File: config.mk
export PLATFORM = sky130hd
export DESIGN_NAME = timer_irq_source
export DESIGN_NICKNAME = d
export VERILOG_FILES = /design/src/rtl/timer_irq_source.sv
export SDC_FILE = /design/constraint.sdc
export NUM_CORES = 1
export LEC_CHECK = 0
export CAP_MARGIN = 20
export CORE_ASPECT_RATIO = 0.75
export CORE_MARGIN = 4
export CORE_UTILIZATION = 32
export DETAILED_ROUTE_END_ITERATION = 16
export HOLD_SLACK_MARGIN = 0.15
export PLACE_DENSITY = 0.59
export RECOVER_POWER = 25
export SETUP_SLACK_MARGIN = 0.3
export SLEW_MARGIN = 10
export SYNTH_ARGS = -nofsm -noshare
export SYNTH_HDL_FRONTEND = slang
export SYNTH_SLANG_ARGS = --single-unit
export TNS_END_PERCENT = 20
File: constraint.sdc
create_clock -name clk -period 4.47 [get_ports clk]
set_clock_uncertainty 0.2 [all_clocks]
set_input_delay 0.6705 -clock clk [delete_from_list [all_inputs] [get_ports clk]]
set_output_delay 0.6705 -clock clk [all_outputs]
set_load 0.005 [all_outputs]
File: src/rtl/timer_irq_source.sv
// Memory-mapped interval timer with prescaler, reload-on-overflow, level IRQ and a free-running
// SYSTICK counter. Software writes beat hardware updates that land on the same edge.
module timer_irq_source #(
    parameter logic [31:0] BASE_ADDR = 32'h4000_0000,
    parameter int unsigned PRESCALE  = 1
) (
    input  logic        clk,
    input  logic        reset,
    input  logic        MemRd,
    input  logic        MemWr,
    input  logic [31:0] Addr,
    input  logic [31:0] WriteData,
    output logic [31:0] ReadData,
    input  logic        kernel_mode,
    output logic        IRQ
);

    localparam logic [31:0] ThAddr      = BASE_ADDR;
    localparam logic [31:0] TlAddr      = BASE_ADDR + 32'h4;
    localparam logic [31:0] TconAddr    = BASE_ADDR + 32'h8;
    localparam logic [31:0] SystickAddr = BASE_ADDR + 32'h14;
    localparam logic [15:0] PsMax       = 16'(PRESCALE - 1);

    logic [31:0] r_th;
    logic [31:0] r_tl;
    logic [2:0]  r_tcon;
    logic [31:0] r_systick;
    logic [15:0] r_ps;

    logic w_sel_th;
    logic w_sel_tl;
    logic w_sel_tcon;
    logic w_sel_systick;
    logic w_wr_th;
    logic w_wr_tl;
    logic w_wr_tcon;
    logic w_tick;
    logic w_overflow;

    // Byte-lane bits are ignored: decode on the word address only.
    assign w_sel_th      = (Addr[31:2] == ThAddr[31:2]);
    assign w_sel_tl      = (Addr[31:2] == TlAddr[31:2]);
    assign w_sel_tcon    = (Addr[31:2] == TconAddr[31:2]);
    assign w_sel_systick = (Addr[31:2] == SystickAddr[31:2]);

    assign w_wr_th   = MemWr & w_sel_th;
    assign w_wr_tl   = MemWr & w_sel_tl;
    assign w_wr_tcon = MemWr & w_sel_tcon;

    assign w_tick     = r_tcon[0] & (r_ps == PsMax);
    assign w_overflow = w_tick & (r_tl == 32'hFFFF_FFFF);

    always_ff @(posedge clk or posedge reset) begin
        if (reset) begin
            r_systick <= 32'h0;
        end else begin
            r_systick <= r_systick + 32'h1;
        end
    end

    always_ff @(posedge clk or posedge reset) begin
        if (reset) begin
            r_th <= 32'h0;
        end else if (w_wr_th) begin
            r_th <= WriteData;
        end
    end

    // A TL write restarts the prescale period so the new value gets a full interval.
    always_ff @(posedge clk or posedge reset) begin
        if (reset) begin
            r_ps <= 16'h0;
        end else if (w_wr_tl) begin
            r_ps <= 16'h0;
        end else if (r_tcon[0]) begin
            r_ps <= w_tick ? 16'h0 : r_ps + 16'h1;
        end
    end

    always_ff @(posedge clk or posedge reset) begin
        if (reset) begin
            r_tl <= 32'h0;
        end else if (w_wr_tl) begin
            r_tl <= WriteData;
        end else if (w_overflow) begin
            r_tl <= r_th;
        end else if (w_tick) begin
            r_tl <= r_tl + 32'h1;
        end
    end

    // Status only latches on overflow when irq_en is set and software is not writing TCON.
    always_ff @(posedge clk or posedge reset) begin
        if (reset) begin
            r_tcon <= 3'b000;
        end else if (w_wr_tcon) begin
            r_tcon <= WriteData[2:0];
        end else if (w_overflow && r_tcon[1]) begin
            r_tcon[2] <= 1'b1;
        end
    end

    assign IRQ = r_tcon[2] & r_tcon[1] & ~kernel_mode;

    always_comb begin
        ReadData = 32'h0;
        if (MemRd && !reset) begin
            if (w_sel_th) begin
                ReadData = r_th;
            end else if (w_sel_tl) begin
                ReadData = r_tl;
            end else if (w_sel_tcon) begin
                ReadData = {29'h0, r_tcon};
            end else if (w_sel_systick) begin
                ReadData = r_systick;
            end
        end
    end

endmodule
== Word-level counts from Yosys, hierarchy flattened ==
Index checks and enable logic that the tools add are counted.

* Bits in registers: 115

* Eq/ne operators: 5
* Reductions and logical operators: 7
* Bitwise gates (word level): 8
* Muxes and demuxes: 13
* Add/subtract/negate cells: 3

{| class="wikitable"
|+ Operator list
! operator !! count
|-
| $mux 32 || 8
|-
| $eq 30x29->1 const B || 4
|-
| $add 32x1->32 const B || 2
|-
| $mux 16 || 3
|-
| $eq 32x32->1 const B || 1
|-
| $add 16x1->16 const B || 1
|-
| $logic_not 16->1 || 1
|-
| $and 1x1->1 || 7
|-
| $reduce_bool 2->1 || 2
|-
| $reduce_bool 3->1 || 1
|-
| $logic_and 1x1->1 || 2
|-
| $mux 1 || 2
|-
| $logic_not 1->1 || 1
|-
| $not 1->1 || 1
|}

== Longest topological paths before layout ==
Gate-level depths: netlist of run 1.

* Word-level depth: 6
* Depth in mapped cells: 9

== Worst setup path before layout of run 1 ==
Ideal clock, no wire load.

* Kind: input port to output port
* Start: in Addr[17]
* End: out ReadData[21]
* Required time: 3599 ps
* Arrival time: 2176 ps
* Cell stages on the path: 7
* Slack: 1424 ps
* Buffers on the path: 2
* Cells stage by stage: nor4_2 > nand4_1 > nor3_4 > nand2_1 > buf_2 > clkbuf_1 > nor3_1

* Cells in the longest elaborated chain, start to end: 6
* Elaborated cells between the ends (all ways): 9
* Classes of those cells: eq/ne: 4; mux: 5

{| class="wikitable"
|+ RTL lines
! what !! line !! RTL
|-
| start, declared || 11 || <nowiki>input logic [31:0] Addr,</nowiki>
|-
| $eq 30x29->1 || 44 || <nowiki>assign w_sel_systick = (Addr[31:2] == SystickAddr[31:2]);</nowiki>
|-
| $mux 32 || 114 || <nowiki>end else if (w_sel_systick) begin</nowiki>
|-
| $mux 32 || 112 || <nowiki>end else if (w_sel_tcon) begin</nowiki>
|-
| $mux 32 || 110 || <nowiki>end else if (w_sel_tl) begin</nowiki>
|-
| $mux 32 * || 108 || <nowiki>if (w_sel_th) begin</nowiki>
|-
| $mux 32 * || 107 || <nowiki>if (MemRd && !reset) begin</nowiki>
|-
| end, declared || 13 || <nowiki>output logic [31:0] ReadData,</nowiki>
|}

Mark *: on every way between the ends. The rest lies on a longest branch, timed or not.

== Final worst setup path of run 1 ==
* Start: in Addr[12]
* End: out ReadData[31]

Same word-level chain as after synthesis.

==> results of run 1 <==
-- synth_stat cells, types with 14 or more instances --
cell type and n:
sky130_fd_sc_hd__nand4_1 32, sky130_fd_sc_hd__inv_1 39, sky130_fd_sc_hd__o21ai_0 29, sky130_fd_sc_hd__dfrtp_1 115, sky130_fd_sc_hd__mux2i_1 15, sky130_fd_sc_hd__xor2_1 18, sky130_fd_sc_hd__mux2_1 30, sky130_fd_sc_hd__nand3_1 29
sky130_fd_sc_hd__nand2_1 62, sky130_fd_sc_hd__nor3_1 42, sky130_fd_sc_hd__nor4_1 17, sky130_fd_sc_hd__a21oi_1 75, sky130_fd_sc_hd__xnor2_1 34, sky130_fd_sc_hd__nor2_1 80, sky130_fd_sc_hd__clkbuf_1 32, sky130_fd_sc_hd__and3_1 14
-- worst max-delay path, stage by stage --
cell                              delay [ps]
sky130_fd_sc_hd__clkdlybuf4s50_1         420
sky130_fd_sc_hd__nor4b_2                 340
sky130_fd_sc_hd__nand4_1                 240
sky130_fd_sc_hd__nor3_4                  270
sky130_fd_sc_hd__nand2_1                  80
sky130_fd_sc_hd__buf_4                   270
sky130_fd_sc_hd__nor3_1                  340
sky130_fd_sc_hd__clkdlybuf4s50_1         580
-- flip-flops by register name (all words and copies together) (netlist names) --
name / count
r_tcon: 3
r_tl: 32
r_th: 32
r_systick: 32
r_ps: 16
-- worst min path at each step --
stage                   from            end  cells past startpoint
2_1_floorplan  r_systick[31]  r_systick[31]                      1
3_3_place_gp   r_systick[14]  r_systick[14]                      1
3_5_place_dp   r_systick[21]  r_systick[21]                      1
4_1_cts        r_systick[14]  r_systick[14]                      1
5_1_grt        r_systick[14]  r_systick[14]                      1
6_report       r_systick[21]  r_systick[21]                      1
-- placed cells by master (no fill, tap or decap), types with 5 or more instances in the layout --
master,n
sky130_fd_sc_hd__a21oi_1,75
sky130_fd_sc_hd__a31oi_1,7
sky130_fd_sc_hd__and2_1,6
sky130_fd_sc_hd__and3_1,14
sky130_fd_sc_hd__and4_1,10
sky130_fd_sc_hd__buf_4,25
sky130_fd_sc_hd__clkbuf_16,17
sky130_fd_sc_hd__clkdlybuf4s50_1,98
sky130_fd_sc_hd__clkinvlp_4,5
sky130_fd_sc_hd__dfrtp_1,115
sky130_fd_sc_hd__inv_1,39
sky130_fd_sc_hd__mux2_1,30
sky130_fd_sc_hd__mux2_2,5
sky130_fd_sc_hd__mux2i_1,15
sky130_fd_sc_hd__nand2_1,62
sky130_fd_sc_hd__nand3_1,29
sky130_fd_sc_hd__nand4_1,32
sky130_fd_sc_hd__nor2_1,80
sky130_fd_sc_hd__nor2b_1,5
sky130_fd_sc_hd__nor3_1,41
sky130_fd_sc_hd__nor4_1,15
sky130_fd_sc_hd__nor4_2,7
sky130_fd_sc_hd__o21ai_0,29
sky130_fd_sc_hd__o21ai_1,7
sky130_fd_sc_hd__o31ai_1,7
sky130_fd_sc_hd__xnor2_1,34
sky130_fd_sc_hd__xor2_1,18
-- area by class of cell --
type / count / area [sq um]
Sequential cell: 115 / 2878
Tap cell: 294 / 367.9
Clock buffer: 18 / 439.2
Fill cell: 2218 / 12910
Clock inverter: 14 / 155.1
Multi-Input combinational cell: 597 / 3890
Inverter: 39 / 146.4
Timing Repair Buffer: 126 / 1202
-- power by group through the flow --
stage / Combinational [mW] / Sequential, mW / Clock, mW
after CTS: 0.140 / 1.04 / 1.40
after global routing: 0.152 / 1.04 / 1.45
after floorplan: 0.0464 / 1.06 / 0
after detailed placement: 0.139 / 1.06 / 0
final: 0.139 / 1.04 / 1.38
after global placement: 0.139 / 1.06 / 0
-- layer usage --
metal | share of wire (%) | global-route usage, % | vias up
li1 | - | - | 3084
met1 | 51 | 28.20 | 3191
met2 | 42 | 26.12 | 229
met3 | 6.2 | 3.800 | 18
met4 | 0.94 | 3.359 | 0
met5 | 0 | 0 | -
-- stage by stage --
stage          hold slack (ps)  area, sq um  setup WS [ps]  total power [mW]
2_1_floorplan            241.9         7133          555.4             1.107
3_3_place_gp             280.4         8449          251.3             1.199
3_5_place_dp             284.8         8449          229.6             1.199
4_1_cts                  295.8         9049          252.6             2.579
5_1_grt                  313.8         9079          229.0             2.644
6_report                 292.1         9079          389.6             2.561
-- kinds of logic after synthesis --
kind of cell | Yosys count | synth area share (%)
AOI/OAI and AO/OA | 160 | 13.68
xor gates and xnor gates | 52 | 6.385
muxes | 50 | 7.630
DFF | 115 | 40.34
and+or+nand+nor | 331 | 25.77
adders and majority gates | 4 | 0.7017
buffers and inverters | 90 | 5.490
-- repair_timing --
item,4_1_cts,5_1_grt
gates cloned,0,0
setup endpoints to repair,4,30
endpoints found under the hold margin,0,0
pin swaps,0,2
hold buffers,0,0
setup buffers,0,4
resized for setup,1,1
==> impl.org, run 1 <==
** Floorplan
- Vert. Die Dim :: 137.3 um
- Horizontal extent of the die :: 180.4 um
- In this run the standard cell core region covers 21,990 sq um.
- In this run the count of I/O pins placed on the die edge is 102.
- Area of the die :: 24,770 sq um
- For this configuration, the core starts out at a cell density of 32.43%.
- Site Rows :: 47

** Finish
- Once layout is complete, the cells apart from fillers number 1,203.
- Area Overhead vs Synth :: 27.28%
- Antenna fix cells :: 0
- For this run, the share of the core covered by cells in the final layout is 41.28%.
- Fraction of layout instances using a drive strength above 1 :: 10.12%
- In the final design database the tool counted 969 nets.

** Pwr
- Internal cell power :: 1.949 mW
- Combinational logic burns 5.4% of the power.
- Of the total power, registers draw 40.7%.
- Across the VDD grid, the largest voltage drop is 0.2406 mV.
- The clock network is responsible for 53.9% of the overall power.
- In this run switching power makes up 23.91% of total power.
- Switching power total :: 0.6122 mW
- In this run the power density over the cells is 282.1 nW/um^2.
- For this design the static power due to leakage is 3.851 nW.

** Worst setup path
- At the worst endpoint, the required time is 3600 ps.
- The worst setup path is captured at a primary output.
- Across all register-to-register paths, the minimum setup slack is 1490 ps.
- CP Class :: in -> out
- Worst R2R End :: r_tl[12]
- Tracing the worst setup path back leads to its startpoint at Addr[12].
- The worst setup path is launched from an input pin.
- In this run the critical register-to-register path is launched from r_ps[0].
- R2R cell count :: 8
- Critical path arrival :: 3210 ps
- The most critical setup path has its endpoint at ReadData[31].
- Crit-path max FO :: 29

** Synth
- Yosys top cell by area :: sky130_fd_sc_hd__dfrtp_1
- Average instance area after synthesis :: 8.894 sq um
- Number of enable flip-flop cells after synthesis :: 0
- Synthesized Nets :: 875
- Summing the sequential cell areas from Yosys gives 40.34% of the chip area.
- After synthesis, the share of flip-flops with an asynchronous set or reset is 100.0%.
- Top cell type's share of synthesized area :: 40.34%
- Post-Synthesis Cell Area :: 7133 sq um
- By area the synthesized netlist is led by sky130_fd_sc_hd__dfrtp_1, sky130_fd_sc_hd__a21oi_1, sky130_fd_sc_hd__mux2_1.
- Ys flop type :: sky130_fd_sc_hd__dfrtp_1
- Number of register bits inferred by synthesis :: 115
- Warning count from the yosys run :: 0
- After technology mapping, the gate count stands at 802.
- Counting distinct cell types in the post-synthesis netlist gives 66.

** Clock network
- The H-tree was split into 4 levels.
- CTS tree :: built
- CTS root buffer :: sky130_fd_sc_hd__clkbuf_16
- In this run, CTS created clock tree buffers numbering 17.
- After clock tree synthesis, the clock-pin slew on the worst setup and hold paths is 60 ps.
- Clock latency on the worst-skew pair :: 420 ps
- Number of sinks handled by clock tree synthesis :: 115
- Counting along the longest clock path gives a buffer depth of 2.

** Route
- Drt first-iter violations :: 620
- First-pass iteration count of the detailed router :: 6
- Avg Vias per Cell :: 5.421
- Sum of routed wire length over all layers :: 22.45 mm
- Detail-routed net length per standard cell :: 18.66 um
- Total DRC errors in the routed layout :: 0
- Once detail routing completed, the nets flagged for antenna violations numbered 0.
- The routed layout has 6,522 vias.

** Timing
- Final setup violating endpoints :: 0
- In the final timing run, aggregate negative setup slack is 0 ps.
- Setup repair after global routing could not meet its margin everywhere.
- Headroom to the max-slew limit came out at -85.00%.
- The max-slew violation count was 68.
- Tcrit/Tclk final :: 91.28%
- Maximum clock rate :: 245.1 MHz
- For the pin with the worst max-slew slack, the measured transition is 2775 ps.
- Time the final worst path needs with I/O delays and setup :: 4080 ps
- Final-report hold violation count :: 0

** Global route
- The number of global-route vias before repair came to 6,293.
- Sum of overflow across all layers after global routing :: 0
- GRT Resource Usage Total :: 18.18%
- Maximum number of pins on one net before global-route repair :: 69
- The first global-routing pass estimated 35.82 mm of wire.
- The number of antenna violations at the first check in global routing is 0.

** Placed design
- Number of placed cells counting well taps :: 1,167
- Port buffering added 99 buffers.
- The congestion estimate from routability-driven global placement came to 0.8547.
- Half-perimeter wire length after detailed placement :: 15.69 mm

** Run
- Across the run, the number of max-cap violations was 1.

** Status
- Status :: finished with violations
- The final reports fail on capacitance limit, slew limit.

** Hold path
- Type of the tightest min-delay check :: reg -> reg
Note: power is estimated with default switching activity, not from simulation.
==> inputs of run 2 (changes only) <==
clock period = 4.7 ns   (was 4.47 ns; I/O delays follow)
==> run 2 against run 1 <==
Net effect:
- non-clock buffer count decreased by 6
- die area unchanged
- largest cell class unchanged
- the flow still finishes with violations (capacitance limit, slew limit)
- critical path depth did not move
==> impl.org, run 2 (synthesis gave the netlist of run 1 again) <==
** Status
- Status :: finished with violations
- Failing checks :: capacitance limit, slew limit

** Finish
- In the final layout, the share of cells above drive strength 1 is 8.869%.
- Area Overhead vs Synth :: 25.80%
- Once layout is complete, the cells apart from fillers number 1,196.
- Registers take 2878 sq um.
- Post-route cell area :: 8974 sq um
- Final net count :: 963
- Fillers :: 2,198
- Antenna fix cells :: 0
- The library cell used most frequently in the layout, excluding fill and tap cells, is sky130_fd_sc_hd__dfrtp_1.
- Area occupied by multi-input gates :: 3879 sq um
- Largest registers ranked by flip-flop count :: r_systick: 32 flops, r_th: 32 flops, r_tl: 32 flops
- Commonest non-fill, non-tap cells in the layout :: sky130_fd_sc_hd__dfrtp_1, sky130_fd_sc_hd__clkdlybuf4s50_1, sky130_fd_sc_hd__nor2_1

** Clock network
- CTS root buffer :: sky130_fd_sc_hd__clkbuf_16
- Number of buffers inserted during clock tree synthesis :: 17
- Number of sinks handled by clock tree synthesis :: 115
- Number of resized instances in the post-cts repair step :: 0
- Clock latency on the worst-skew pair, taken at its later pin, is 430 ps.
- After clock tree synthesis, the clock-pin slew on the worst setup and hold paths is 60 ps.
- For this design, the CTS-stage hold fixing added 0 buffers.
- Maximum count of clock buffers along a single path :: 2
- Max H-tree Level :: 4
- TritonCTS built the clock tree.

** Route
- For this block, the initial DRC count from the detailed router was 715.
- The detail route stage leaves a number of antenna-violating nets equal to 0.
- Total via count after detailed routing :: 6,494
- Detail-routed net length per standard cell :: 18.51 um
- Dividing the detail-routed via count by the number of cells gives 5.430.
- Total DRC errors in the routed layout :: 0
- After detailed routing, the total wire length is 22.13 mm.
- First-pass iteration count of the detailed router :: 5

** Timing
- Transition time at the pin with the least slew margin :: 2841 ps
- Based on the critical path, the design can be clocked at up to 235.0 MHz.
- Summed over all failing endpoints, the final setup total negative slack is 0 ps.
- The max-slew violation count was 73.
- Final-report hold violation count :: 0
- Tcrit/Tclk final :: 90.54%
- Setup repair after global routing left no endpoint under its margin.
- The smallest clock period supported by the final layout is computed as 4255 ps.
- The worst pin sits at a relative slew slack of -89.64%.
- Final setup violating endpoints :: 0
- Post-route worst setup slack :: 444.7 ps

** Pwr
- In this run the power density over the cells is 265.7 nW/um^2.
- Worst ir drop on vdd :: 0.2134 mV
- In this run the static leakage power is 3.817 nW.
- After layout, the design draws a total of 2.384 mW.

** Global route
- Vias in the first global route :: 6,312
- Number of antenna violations at the first check in global routing :: 0
- Entering global routing, the biggest net connects 73 pins.
- Sum of overflow across all layers after global routing :: 0
- Across every metal layer, demand over resource in global routing totals 17.93%.
- The first global-routing pass estimated 35.29 mm of wire.

** Floorplan
- For this configuration, the core starts out at a cell density of 32.43%.
- The die covers 24,770 sq um.
- Placeable core area :: 21,990 sq um
- Vert. Die Dim :: 137.3 um
- For this design the top-level I/O count stands at 102.
- Horizontal extent of the die :: 180.4 um
- The initialized floorplan defines 47 standard-cell rows.

** Worst setup path
- Worst R2R End :: r_tl[20]
- The worst register-to-register path has a depth of 6.
- In this run the worst setup path begins at Addr[20].
- Register-to-register path setup slack :: 1670 ps
- CP Class :: in -> out
- For the worst setup path, the data required time is 3800 ps.
- Along the worst path, the maximum fanout reaches 29.
- Startpoint Class :: input pin
- R2r startpoint :: r_tl[1]
- In this run the worst setup path terminates at ReadData[15].
- The worst setup path is captured at a primary output.
- Data arrives at the worst endpoint at 3350 ps.

** Placed design
- The congestion estimate from routability-driven global placement came to 0.8783.
- Number of buffers added on ports :: 99
- Number of placed cells counting well taps :: 1,163
- Detailed placement ended at an HPWL of 15.64 mm.
- Once placement finished, the instance area stood at 8407 sq um.
- Worst setup timing slack at the placement stage :: 288.3 ps

** Hold path
- The worst hold path begins at r_systick[21].
- Type of the tightest min-delay check :: reg -> reg

** Run
- Across the run, the number of max-cap violations was 1.
## run 2: cell types whose count changed in the layout (fill, tap and decap cells not counted), sizes merged
cell and change:
clkinv +2, buf -6, inv -2, clkbuf +3, clkinvlp -4
## run 2: stage by stage
step | util (%) | hold WS [ps]
2_1_floorplan | - | 241.9
3_3_place_gp | 38.22 | 278.8
3_5_place_dp | 38.22 | 283.3
4_1_cts | 40.81 | 290.5
5_1_grt | 40.80 | 314.0
6_report | 40.80 | 299.0
## run 2: worst min-delay path by stage
stage | cells past startpoint | end
after floorplan | 1 | r_systick[31]
after global placement | 1 | r_systick[14]
after CTS | 1 | r_systick[14]
after global routing | 1 | r_systick[21]
final | 1 | r_systick[21]
after detailed placement | 1 | r_systick[14]
## run 2: layout make-up
type	instances	area share, %
clock inverters	10	1.227
multi-input cells	597	43.22
clock buffers	21	5.020
repair buffers	120	12.73
inverters	39	1.631
flip-flops and latches	115	32.07
well taps	294	4.099
## run 2: per-layer routing
layer / vias up / wire length, um / GRT usage, %
met2: 230 / 9496 / 26.78
li1: 3074 / - / -
met3: 28 / 1492 / 3.246
met4: 0 / 271 / 4.408
met5: - / 0 / 0
met1: 3162 / 10870 / 26.89
## run 2: where the power goes
group | internal (mW) | switching, mW
Combinational | 0.0628 | 0.0666
Sequential | 0.991 | 0.0000000505
Clock | 0.787 | 0.478
Total | 1.84 | 0.544
## run 2: worst max-delay path, cell delays in order
cell	delay, ps
sky130_fd_sc_hd__clkdlybuf4s50_1	400
sky130_fd_sc_hd__nor4_1	340
sky130_fd_sc_hd__nand3_1	290
sky130_fd_sc_hd__nor3_4	310
sky130_fd_sc_hd__nand2_1	90
sky130_fd_sc_hd__buf_4	270
sky130_fd_sc_hd__nor3_1	370
sky130_fd_sc_hd__clkdlybuf4s50_1	570
## run 2: what timing repair did
action | in CTS | in global routing
setup buffers | 1 | 0
setup endpoints to repair | 1 | 0
hold endpoints to repair | 0 | 0
